<file path="src/rtl/fpmul_share_ctrl_pkg.sv">
// Shared constants and helpers for the fpmul sharing controller.
package fpmul_share_ctrl_pkg;

    localparam int FP16_W = 16;
    localparam int FPMUL_LAT = 8;
    localparam logic [4:0] EXP_ALL_ONES = 5'b11111;

    // Direction of the in-flight counter update for one edge.
    typedef enum logic [1:0] {
        INF_HOLD = 2'b00,
        INF_INC  = 2'b01,
        INF_DEC  = 2'b10
    } inf_op_e;

    // An issue and a capture on the same edge cancel out.
    function automatic inf_op_e inf_op(input logic issue, input logic capture);
        inf_op_e op;
        case ({issue, capture})
            2'b10:   op = INF_INC;
            2'b01:   op = INF_DEC;
            default: op = INF_HOLD;
        endcase
        return op;
    endfunction

endpackage

</file>
<file path="src/rtl/fpmul_rr_arb.sv">
// Combinational round-robin arbiter: scans from rr_ptr upward, modulo NREQ.
module fpmul_rr_arb
    import fpmul_share_ctrl_pkg::*;
#(
    parameter int NREQ = 4,
    parameter int IDW  = 2
) (
    input  logic [NREQ-1:0] elig,
    input  logic [IDW-1:0]  rr_ptr,
    output logic [NREQ-1:0] grant,
    output logic [IDW-1:0]  winner,
    output logic            any_grant
);

    logic [IDW-1:0] idx_s;
    logic           hit_s;

    // First eligible requester at or after the pointer wins; later hits are masked.
    always_comb begin
        grant     = {NREQ{1'b0}};
        winner    = {IDW{1'b0}};
        any_grant = 1'b0;
        idx_s     = {IDW{1'b0}};
        hit_s     = 1'b0;
        for (int i = 0; i < NREQ; i++) begin
            idx_s        = IDW'((int'(rr_ptr) + i) % NREQ);
            hit_s        = !any_grant && elig[idx_s];
            grant[idx_s] = grant[idx_s] | hit_s;
            winner       = hit_s ? idx_s : winner;
            any_grant    = any_grant | hit_s;
        end
    end

endmodule

</file>
<file path="src/rtl/fpmul_share_ctrl.sv">
// Shares one pipelined half-precision multiplier between NREQ requesters.
// A tag pipe follows each issued operation so the result can be routed back
// to the requester that launched it.
module fpmul_share_ctrl
    import fpmul_share_ctrl_pkg::*;
#(
    parameter int NREQ    = 4,
    parameter int FP_W    = FP16_W,
    parameter int MUL_LAT = FPMUL_LAT,
    parameter int IDW     = 2,
    parameter int CNTW    = 3
) (
    input  logic                 CLK,
    input  logic                 RST,
    input  logic [NREQ-1:0]      req_valid,
    output logic [NREQ-1:0]      req_ready,
    input  logic [FP_W*NREQ-1:0] req_a,
    input  logic [FP_W*NREQ-1:0] req_b,
    output logic [NREQ-1:0]      rsp_valid,
    input  logic [NREQ-1:0]      rsp_ready,
    output logic [FP_W*NREQ-1:0] rsp_out,
    output logic [NREQ-1:0]      rsp_overflow,
    output logic [NREQ-1:0]      rsp_sub,
    output logic [FP_W-1:0]      mul_a,
    output logic [FP_W-1:0]      mul_b,
    input  logic [FP_W-1:0]      mul_out,
    input  logic                 mul_overflow,
    input  logic                 mul_sub,
    output logic [CNTW-1:0]      inflight
);

    logic [NREQ-1:0]      pend_r;
    logic [NREQ-1:0]      elig_s;
    logic [NREQ-1:0]      grant_s;
    logic [IDW-1:0]       winner_s;
    logic                 any_grant_s;
    logic [IDW-1:0]       rr_ptr_r;
    logic [IDW-1:0]       rr_next_s;
    logic [MUL_LAT-1:0]   tag_vld_r;
    logic [IDW-1:0]       tag_id_r [MUL_LAT];
    logic                 cap_s;
    logic [IDW-1:0]       cap_id_s;
    logic [FP_W-1:0]      mul_a_r;
    logic [FP_W-1:0]      mul_b_r;
    logic [NREQ-1:0]      rsp_valid_r;
    logic [FP_W*NREQ-1:0] rsp_out_r;
    logic [NREQ-1:0]      rsp_ovf_r;
    logic [NREQ-1:0]      rsp_sub_r;
    logic [CNTW-1:0]      inflight_r;

    // A requester with an op in flight or an unconsumed result may not issue again.
    assign elig_s    = req_valid & ~pend_r;
    assign req_ready = grant_s;

    fpmul_rr_arb #(
        .NREQ (NREQ),
        .IDW  (IDW)
    ) u_arb (
        .elig      (elig_s),
        .rr_ptr    (rr_ptr_r),
        .grant     (grant_s),
        .winner    (winner_s),
        .any_grant (any_grant_s)
    );

    assign rr_next_s = (winner_s == IDW'(NREQ - 1)) ? {IDW{1'b0}} : winner_s + IDW'(1);
    assign cap_s     = tag_vld_r[MUL_LAT-1];
    assign cap_id_s  = tag_id_r[MUL_LAT-1];

    assign mul_a        = mul_a_r;
    assign mul_b        = mul_b_r;
    assign rsp_valid    = rsp_valid_r;
    assign rsp_out      = rsp_out_r;
    assign rsp_overflow = rsp_ovf_r;
    assign rsp_sub      = rsp_sub_r;
    assign inflight     = inflight_r;

    // Register the winner's operands into the multiplier; hold them when idle.
    always_ff @(posedge CLK or negedge RST) begin
        if (!RST) begin
            mul_a_r <= {FP_W{1'b0}};
            mul_b_r <= {FP_W{1'b0}};
        end else if (any_grant_s) begin
            mul_a_r <= req_a[FP_W*winner_s +: FP_W];
            mul_b_r <= req_b[FP_W*winner_s +: FP_W];
        end else begin
            mul_a_r <= mul_a_r;
            mul_b_r <= mul_b_r;
        end
    end

    // Advance the round-robin pointer past each winner.
    always_ff @(posedge CLK or negedge RST) begin
        if (!RST) begin
            rr_ptr_r <= {IDW{1'b0}};
        end else if (any_grant_s) begin
            rr_ptr_r <= rr_next_s;
        end else begin
            rr_ptr_r <= rr_ptr_r;
        end
    end

    // Tag pipe mirrors the multiplier latency and never stalls; reset drops in-flight tags.
    always_ff @(posedge CLK or negedge RST) begin
        if (!RST) begin
            tag_vld_r <= {MUL_LAT{1'b0}};
            for (int i = 0; i < MUL_LAT; i++) begin
                tag_id_r[i] <= {IDW{1'b0}};
            end
        end else begin
            tag_vld_r   <= {tag_vld_r[MUL_LAT-2:0], any_grant_s};
            tag_id_r[0] <= winner_s;
            for (int i = 1; i < MUL_LAT; i++) begin
                tag_id_r[i] <= tag_id_r[i-1];
            end
        end
    end

    // Pending flag: set on issue, cleared when the requester takes its result.
    always_ff @(posedge CLK or negedge RST) begin
        if (!RST) begin
            pend_r <= {NREQ{1'b0}};
        end else begin
            for (int i = 0; i < NREQ; i++) begin
                if (grant_s[i]) begin
                    pend_r[i] <= 1'b1;
                end else if (rsp_valid_r[i] && rsp_ready[i]) begin
                    pend_r[i] <= 1'b0;
                end else begin
                    pend_r[i] <= pend_r[i];
                end
            end
        end
    end

    // Capture the multiplier output into the tagged requester's response slot.
    always_ff @(posedge CLK or negedge RST) begin
        if (!RST) begin
            rsp_valid_r <= {NREQ{1'b0}};
            rsp_out_r   <= {(FP_W*NREQ){1'b0}};
            rsp_ovf_r   <= {NREQ{1'b0}};
            rsp_sub_r   <= {NREQ{1'b0}};
        end else begin
            for (int i = 0; i < NREQ; i++) begin
                if (cap_s && (cap_id_s == IDW'(i))) begin
                    rsp_valid_r[i]             <= 1'b1;
                    rsp_out_r[FP_W*i +: FP_W]  <= mul_out;
                    rsp_ovf_r[i]               <= mul_overflow;
                    rsp_sub_r[i]               <= mul_sub;
                end else if (rsp_valid_r[i] && rsp_ready[i]) begin
                    rsp_valid_r[i] <= 1'b0;
                end else begin
                    rsp_valid_r[i] <= rsp_valid_r[i];
                end
            end
        end
    end

    // Count operations issued but not yet captured.
    always_ff @(posedge CLK or negedge RST) begin
        if (!RST) begin
            inflight_r <= {CNTW{1'b0}};
        end else begin
            case (inf_op(any_grant_s, cap_s))
                INF_INC: inflight_r <= inflight_r + CNTW'(1);
                INF_DEC: inflight_r <= inflight_r - CNTW'(1);
                default: inflight_r <= inflight_r;
            endcase
        end
    end

endmodule

</file>
<file path="config.mk">
export PLATFORM = sky130hd
export DESIGN_NAME = fpmul_share_ctrl
export DESIGN_NICKNAME = d
export VERILOG_FILES = /design/src/rtl/fpmul_share_ctrl_pkg.sv /design/src/rtl/fpmul_rr_arb.sv /design/src/rtl/fpmul_share_ctrl.sv
export SDC_FILE = /design/constraint.sdc
export NUM_CORES = 1
export LEC_CHECK = 0
export CORE_ASPECT_RATIO = 0.5
export CORE_MARGIN = 2
export CORE_UTILIZATION = 44
export CTS_BUF_LIST = sky130_fd_sc_hd__clkbuf_4 sky130_fd_sc_hd__clkbuf_8 sky130_fd_sc_hd__clkbuf_16
export DETAILED_ROUTE_END_ITERATION = 8
export PLACE_DENSITY = 0.82
export SLEW_MARGIN = 5
export SYNTH_ARGS = -nofsm -noshare
export SYNTH_HDL_FRONTEND = slang
export SYNTH_SLANG_ARGS = --single-unit
</file>
<file path="constraint.sdc">
create_clock -name CLK -period 4.8 [get_ports CLK]
set_input_delay 1.2 -clock CLK [delete_from_list [all_inputs] [get_ports CLK]]
set_output_delay 1.2 -clock CLK [all_outputs]
set_load 0.02 [all_outputs]
</file>
# After elaboration in Yosys (flattened, before gate mapping)
# Cells that the tools add are included.
# classes
div_mod_pow	0
n_mul	0
n_mux	46
n_addsub	6
bitwise	10
shift	2
reduce_logical	28
n_eq_ne	8
magnitude_cmp	8
# op_table
cell	count
$shiftx A64 B7 Y16	2
$mux W1	24
$reduce_bool A2 Y1	9
$bmux W1 S2	8
$logic_and A1 B1 Y1	15
$bwmux W4	3
$lt A2 B3 Y1 const B	4
$eq A2 B2 Y1 const B	5
$mux W2	5
$and A4 B4 Y4	2
$demux W1 S2	4
$ge A2 B1 Y1 const B	4
$or A1 B1 Y1	7
$eq A2 B1 Y1 const B	3
$pmux W3 S2	1
$add A2 B1 Y2 const B	2
$add A2 B2 Y2 const B	2
$not A4 Y4	1
$pmux W2 S2	1
$add A3 B1 Y3 const B	1
$logic_not A1 Y1	3
$sub A3 B1 Y3 const B	1
$logic_not A2 Y1	1
# word_totals
reg_bits	141
n_memories	0
latch_bits	0
mem_bits_rw	0
mem_bits_ro	0
in_bits	156
output_inout_bits	115

# Depth between registers and ports, before layout
# logic_depth
word_depth	19
mapped_depth	13
mapped_depth_nobuf	10

# Modules after synthesis
# From an unflattened synthesis, not the netlist that was laid out.
# hier_totals
hier_cells	492
area_unflattened_um2	6691.4
# modules_own_cells
module	instances	seq_area_each_um2	cells_per_inst	area_each_um2
fpmul_share_ctrl	1	3528.4	405	6003.3
fpmul_rr_arb	1	0.0	87	688.2

# Worst setup path before layout
# OpenSTA, ideal clock, no wires.
# synth_timing
path_type	input to output
from	input req_valid[2]
to	output req_ready[0]
path_slack_ps	129
n_path_buf	2
cell_stages	10
arrival_ps	3471
path_cell_list	nor2b_1 > clkbuf_2 > mux4_2 > buf_6 > nor3_1 > o22ai_1 > a222oi_1 > nand3_1 > a31oi_2 > a21o_1
# synth_via
elab_chain_len	17
# synth_lines
element	line	rtl
start: declaration	fpmul_share_ctrl.sv:15	input logic [NREQ-1:0] req_valid,
$and A4 B4 Y4 *	fpmul_share_ctrl.sv:52	assign elig_s = req_valid & ~pend_r;
$bmux W1 S2	fpmul_rr_arb.sv:27	hit_s = !any_grant && elig[idx_s];
$mux W1 (not written as such)	fpmul_rr_arb.sv:27	
$or A1 B1 Y1	fpmul_rr_arb.sv:28	grant[idx_s] = grant[idx_s] | hit_s;
$and A4 B4 Y4 (no source line)	-	
$bmux W1 S2	fpmul_rr_arb.sv:28	
$mux W1 (not written as such)	fpmul_rr_arb.sv:28	
$or A1 B1 Y1	fpmul_rr_arb.sv:28	
$bwmux W4	fpmul_rr_arb.sv:28	
$bmux W1 S2	fpmul_rr_arb.sv:28	
$mux W1 (not written as such)	fpmul_rr_arb.sv:28	
$or A1 B1 Y1	fpmul_rr_arb.sv:28	
$bwmux W4	fpmul_rr_arb.sv:28	
$bmux W1 S2	fpmul_rr_arb.sv:28	
$mux W1 (not written as such)	fpmul_rr_arb.sv:28	
$or A1 B1 Y1	fpmul_rr_arb.sv:28	
$bwmux W4 *	fpmul_rr_arb.sv:28	
end: declaration	fpmul_share_ctrl.sv:16	output logic [NREQ-1:0] req_ready,
# Mark *: on every way between the ends. The rest lies on a longest branch, timed or not. The select of a mux whose other input is x is not followed.

# Final worst setup path
# layout_timing
from	input req_valid[0]
to	output req_ready[3]
# Same word-level chain as after synthesis.

==> impl_metrics.env <==
export IMPL_report_final_slew_viol_count=0
export IMPL_num_antenna_cells=0
export IMPL_drt_initial_drc_count=205
export IMPL_grt_pass1_wl_um=29500
export IMPL_wl_um=18100
export IMPL_vias_per_cell=5.12
export IMPL_rows=31
export IMPL_syn_avg_cell_area_sq_um=11.6
export IMPL_r2r_setup_slack_ps=1460
export IMPL_drive_above_1_share_pct=23.8
export IMPL_syn_nets=736
export IMPL_cp_startpoint="req_valid[0]"
export IMPL_final_cells=1075
export IMPL_holdBufCountCts=0
export IMPL_core_sq_mm=0.0146
export IMPL_synth_seq_cells=141
export IMPL_combinationalPowerShare_pct=54.3
export IMPL_drtPass1Iterations=4
export IMPL_dieWidth_um=178
export IMPL_cts_sinks=141
export IMPL_worstPathMaxFanout=6
export IMPL_antenna_left=0
export IMPL_switching_power_uw=2880
export IMPL_die_area_sq_mm=0.0162
export IMPL_clk_path_buf_depth=2
export IMPL_area_growth_pct=57.5
export IMPL_vias=5500
export IMPL_gp_congestion=0.815
export IMPL_power_share_sequential_pct=27.4
export IMPL_dp_hpwl_um=12900
export IMPL_skew_ps=7.30
export IMPL_max_slew_worst_pin_slew_ps=1090
export IMPL_initial_utilization_pct=45.6
export IMPL_fillers=1027
export IMPL_hold_worst_slack_ps=341
export IMPL_vdd_ir_drop_max_mv=0.347
export IMPL_cts_htree_levels=4
export IMPL_critPathKind="in2out"
export IMPL_intPower_uw=4580
export IMPL_antenna_found_initial=0
export IMPL_fmax_mhz=208
export IMPL_avgRoutedWirePerCell_um=16.8
export IMPL_relSlewSlack_pct=27.4
export IMPL_dp_cells=1032
export IMPL_path_clk_slew_ps=60
export IMPL_grt_use_total_pct=23.1
export IMPL_status="complete, but fails checks"
export IMPL_rsz0062_at_grt="true"
export IMPL_die_height_um=91.1
export IMPL_maxCapViolCount=0
export IMPL_fin_crit_ps=4810
export IMPL_p_leak_uw=0.00444
export IMPL_reg2reg_depth=11
export IMPL_yosysWarnings=0
export IMPL_grt_max_degree=118
export IMPL_hold_path_class="reg2reg"
export IMPL_num_io_pins=271
export IMPL_grt_overflow_total=0
export IMPL_p_sw_share_pct=38.6
export IMPL_ys_seq_area_share_pct=52.9
export IMPL_numCtsBuffers=17
export IMPL_root_buffer="clkbuf_16"
export IMPL_io_buffers=270
export IMPL_critPathRequiredTime_ps=3600
export IMPL_ys_dominant_reg_cell="dfrtp_1"
export IMPL_finalCritPeriodShare_pct=100
export IMPL_violations="negative setup slack"
export IMPL_netlist_instances=574
export IMPL_synth_edf_count=0
export IMPL_clk_latency_ps=410
export IMPL_arrival_ps=3610
export IMPL_worstReg2RegEnd="pend_r[1]"
export IMPL_final_common_cell="clkdlybuf4s50_1"
export IMPL_critPathLaunchType="input port"
export IMPL_dpl_cell_area_sq_mm=0.00972
export IMPL_syn_area_sq_mm=0.00667
export IMPL_endpoint="req_ready[3]"
export IMPL_power_total_uw=7460
export IMPL_final_util_pct=71.9
export IMPL_pwr_share_clk_pct=18.2
export IMPL_cts_tree="done"
export IMPL_grt_pass1_vias=5820
export IMPL_fin_area_sq_mm=0.0105
export IMPL_async_reset_ff_share_pct=100
export IMPL_drcViolationCount=0
export IMPL_endpoint_kind="primary output"
export IMPL_layout_setup_ws_ps=-9.44
export IMPL_p_per_area_mw_per_mm2=710
export IMPL_finalHoldViolations=0
export IMPL_yosysUniqueCellTypes=46
export IMPL_final_cell_mix="clkdlybuf4s50_1 (261), dfrtp_1 (141), mux2_2 (104)"
export IMPL_finalNetCount=1027
export IMPL_setup_viol=1
-- cells in the mapped netlist, types with 4 or more instances --
cell type | number | area share (%)
a21o_1 | 7 | 0.79
a21oi_1 | 4 | 0.30
a221o_1 | 7 | 1.1
buf_1 | 5 | 0.28
buf_2 | 5 | 0.38
clkbuf_1 | 26 | 1.5
dfrtp_1 | 141 | 53
ha_1 | 5 | 0.94
inv_1 | 12 | 0.68
mux2_2 | 105 | 18
mux2i_1 | 34 | 5.1
nand2_1 | 75 | 4.2
nand3_1 | 5 | 0.38
nor2_1 | 12 | 0.68
nor2b_1 | 7 | 0.66
nor3_1 | 5 | 0.38
o21ai_0 | 76 | 5.7
-- cell type report --
type / count / area, sq um / area share [%]
Timing Repair Buffer: 310 / 3030 / 28.8
Clock inverter: 14 / 183 / 1.74
Inverter: 13 / 48.8 / 0.464
Sequential cell: 141 / 3530 / 33.6
Multi-Input combinational cell: 382 / 3050 / 29.0
Tap cell: 198 / 248 / 2.36
Clock buffer: 17 / 425 / 4.05
-- power groups by stage --
stage / Clock (uW) / Sequential [uW] / Combinational, uW
after floorplan: 0 / 2600 / 1540
after global placement: 0 / 2030 / 3770
after detailed placement: 0 / 2050 / 3830
after CTS: 1380 / 2050 / 3960
after global routing: 1440 / 2120 / 4350
final: 1360 / 2050 / 4050
-- critical path: stages --
cell	delay (ps)
buf_6	90
nor2b_4	130
mux4_2	600
nor3_4	270
o22ai_2	130
buf_4	160
a221oi_2	220
buf_4	180
buf_4	110
nor2b_1	30
nor3_1	220
a21o_1	140
buf_6	110
-- worst min path at each step --
stage	startpoint	endpoint	cells past startpoint	slack, ps
finish	tag_id_r[5]	tag_id_r[3]	0	340
global route	tag_vld_r[4]	tag_vld_r[5]	0	350
CTS	tag_id_r[5]	tag_id_r[3]	0	340
detailed placement	tag_id_r[13]	tag_id_r[11]	0	330
global placement	tag_id_r[14]	tag_id_r[12]	0	330
floorplan	tag_id_r[2]	cap_id_s[0]	0	330
-- logic make-up after synthesis --
logic type / count (synthesis) / share of synthesized area, %
buf+inv: 51 / 3.09
compound gates: 111 / 10.1
mux: 144 / 24.5
simple gates: 116 / 7.54
fa+ha+maj: 6 / 1.24
xor+xnor: 5 / 0.657
flops: 141 / 52.9
-- metal layers --
metal  global-route usage, %  vias to the layer above  wire length [um]
met3                    4.73                       36              1100
met2                    40.1                      197              9070
met1                    28.6                     2658              7450
met5                       0                        -                 0
met4                    7.86                        0               435
li1                        -                     2609                 -
-- state kept, by name (all words and copies together) (netlist names), named ones only --
signal	count
rr_ptr_r	1
cap_id_s	2
rsp_sub	4
rsp_overflow	4
inflight	3
rsp_out	64
pend_r	4
rsp_valid	4
mul_b	16
mul_a	16
tag_vld_r	8
tag_id_r	14
-- through the flow --
step	setup slack (ps)	setup TNS (ps)
floorplan	129	0
global placement	-764	-3040
detailed placement	-846	-3370
CTS	6.41	0
global route	-103	-305
finish	-9.44	-9.44
-- repair_timing --
| item | in CTS | in global routing |
|---|---|---|
| setup buffers | 5 | 8 |
| gates cloned | 0 | 0 |
| gates resized for setup | 52 | 12 |
| pin swaps | 11 | 12 |
| endpoints found under the setup margin | 4 | 4 |
Note: power is estimated with default switching activity, not from simulation.
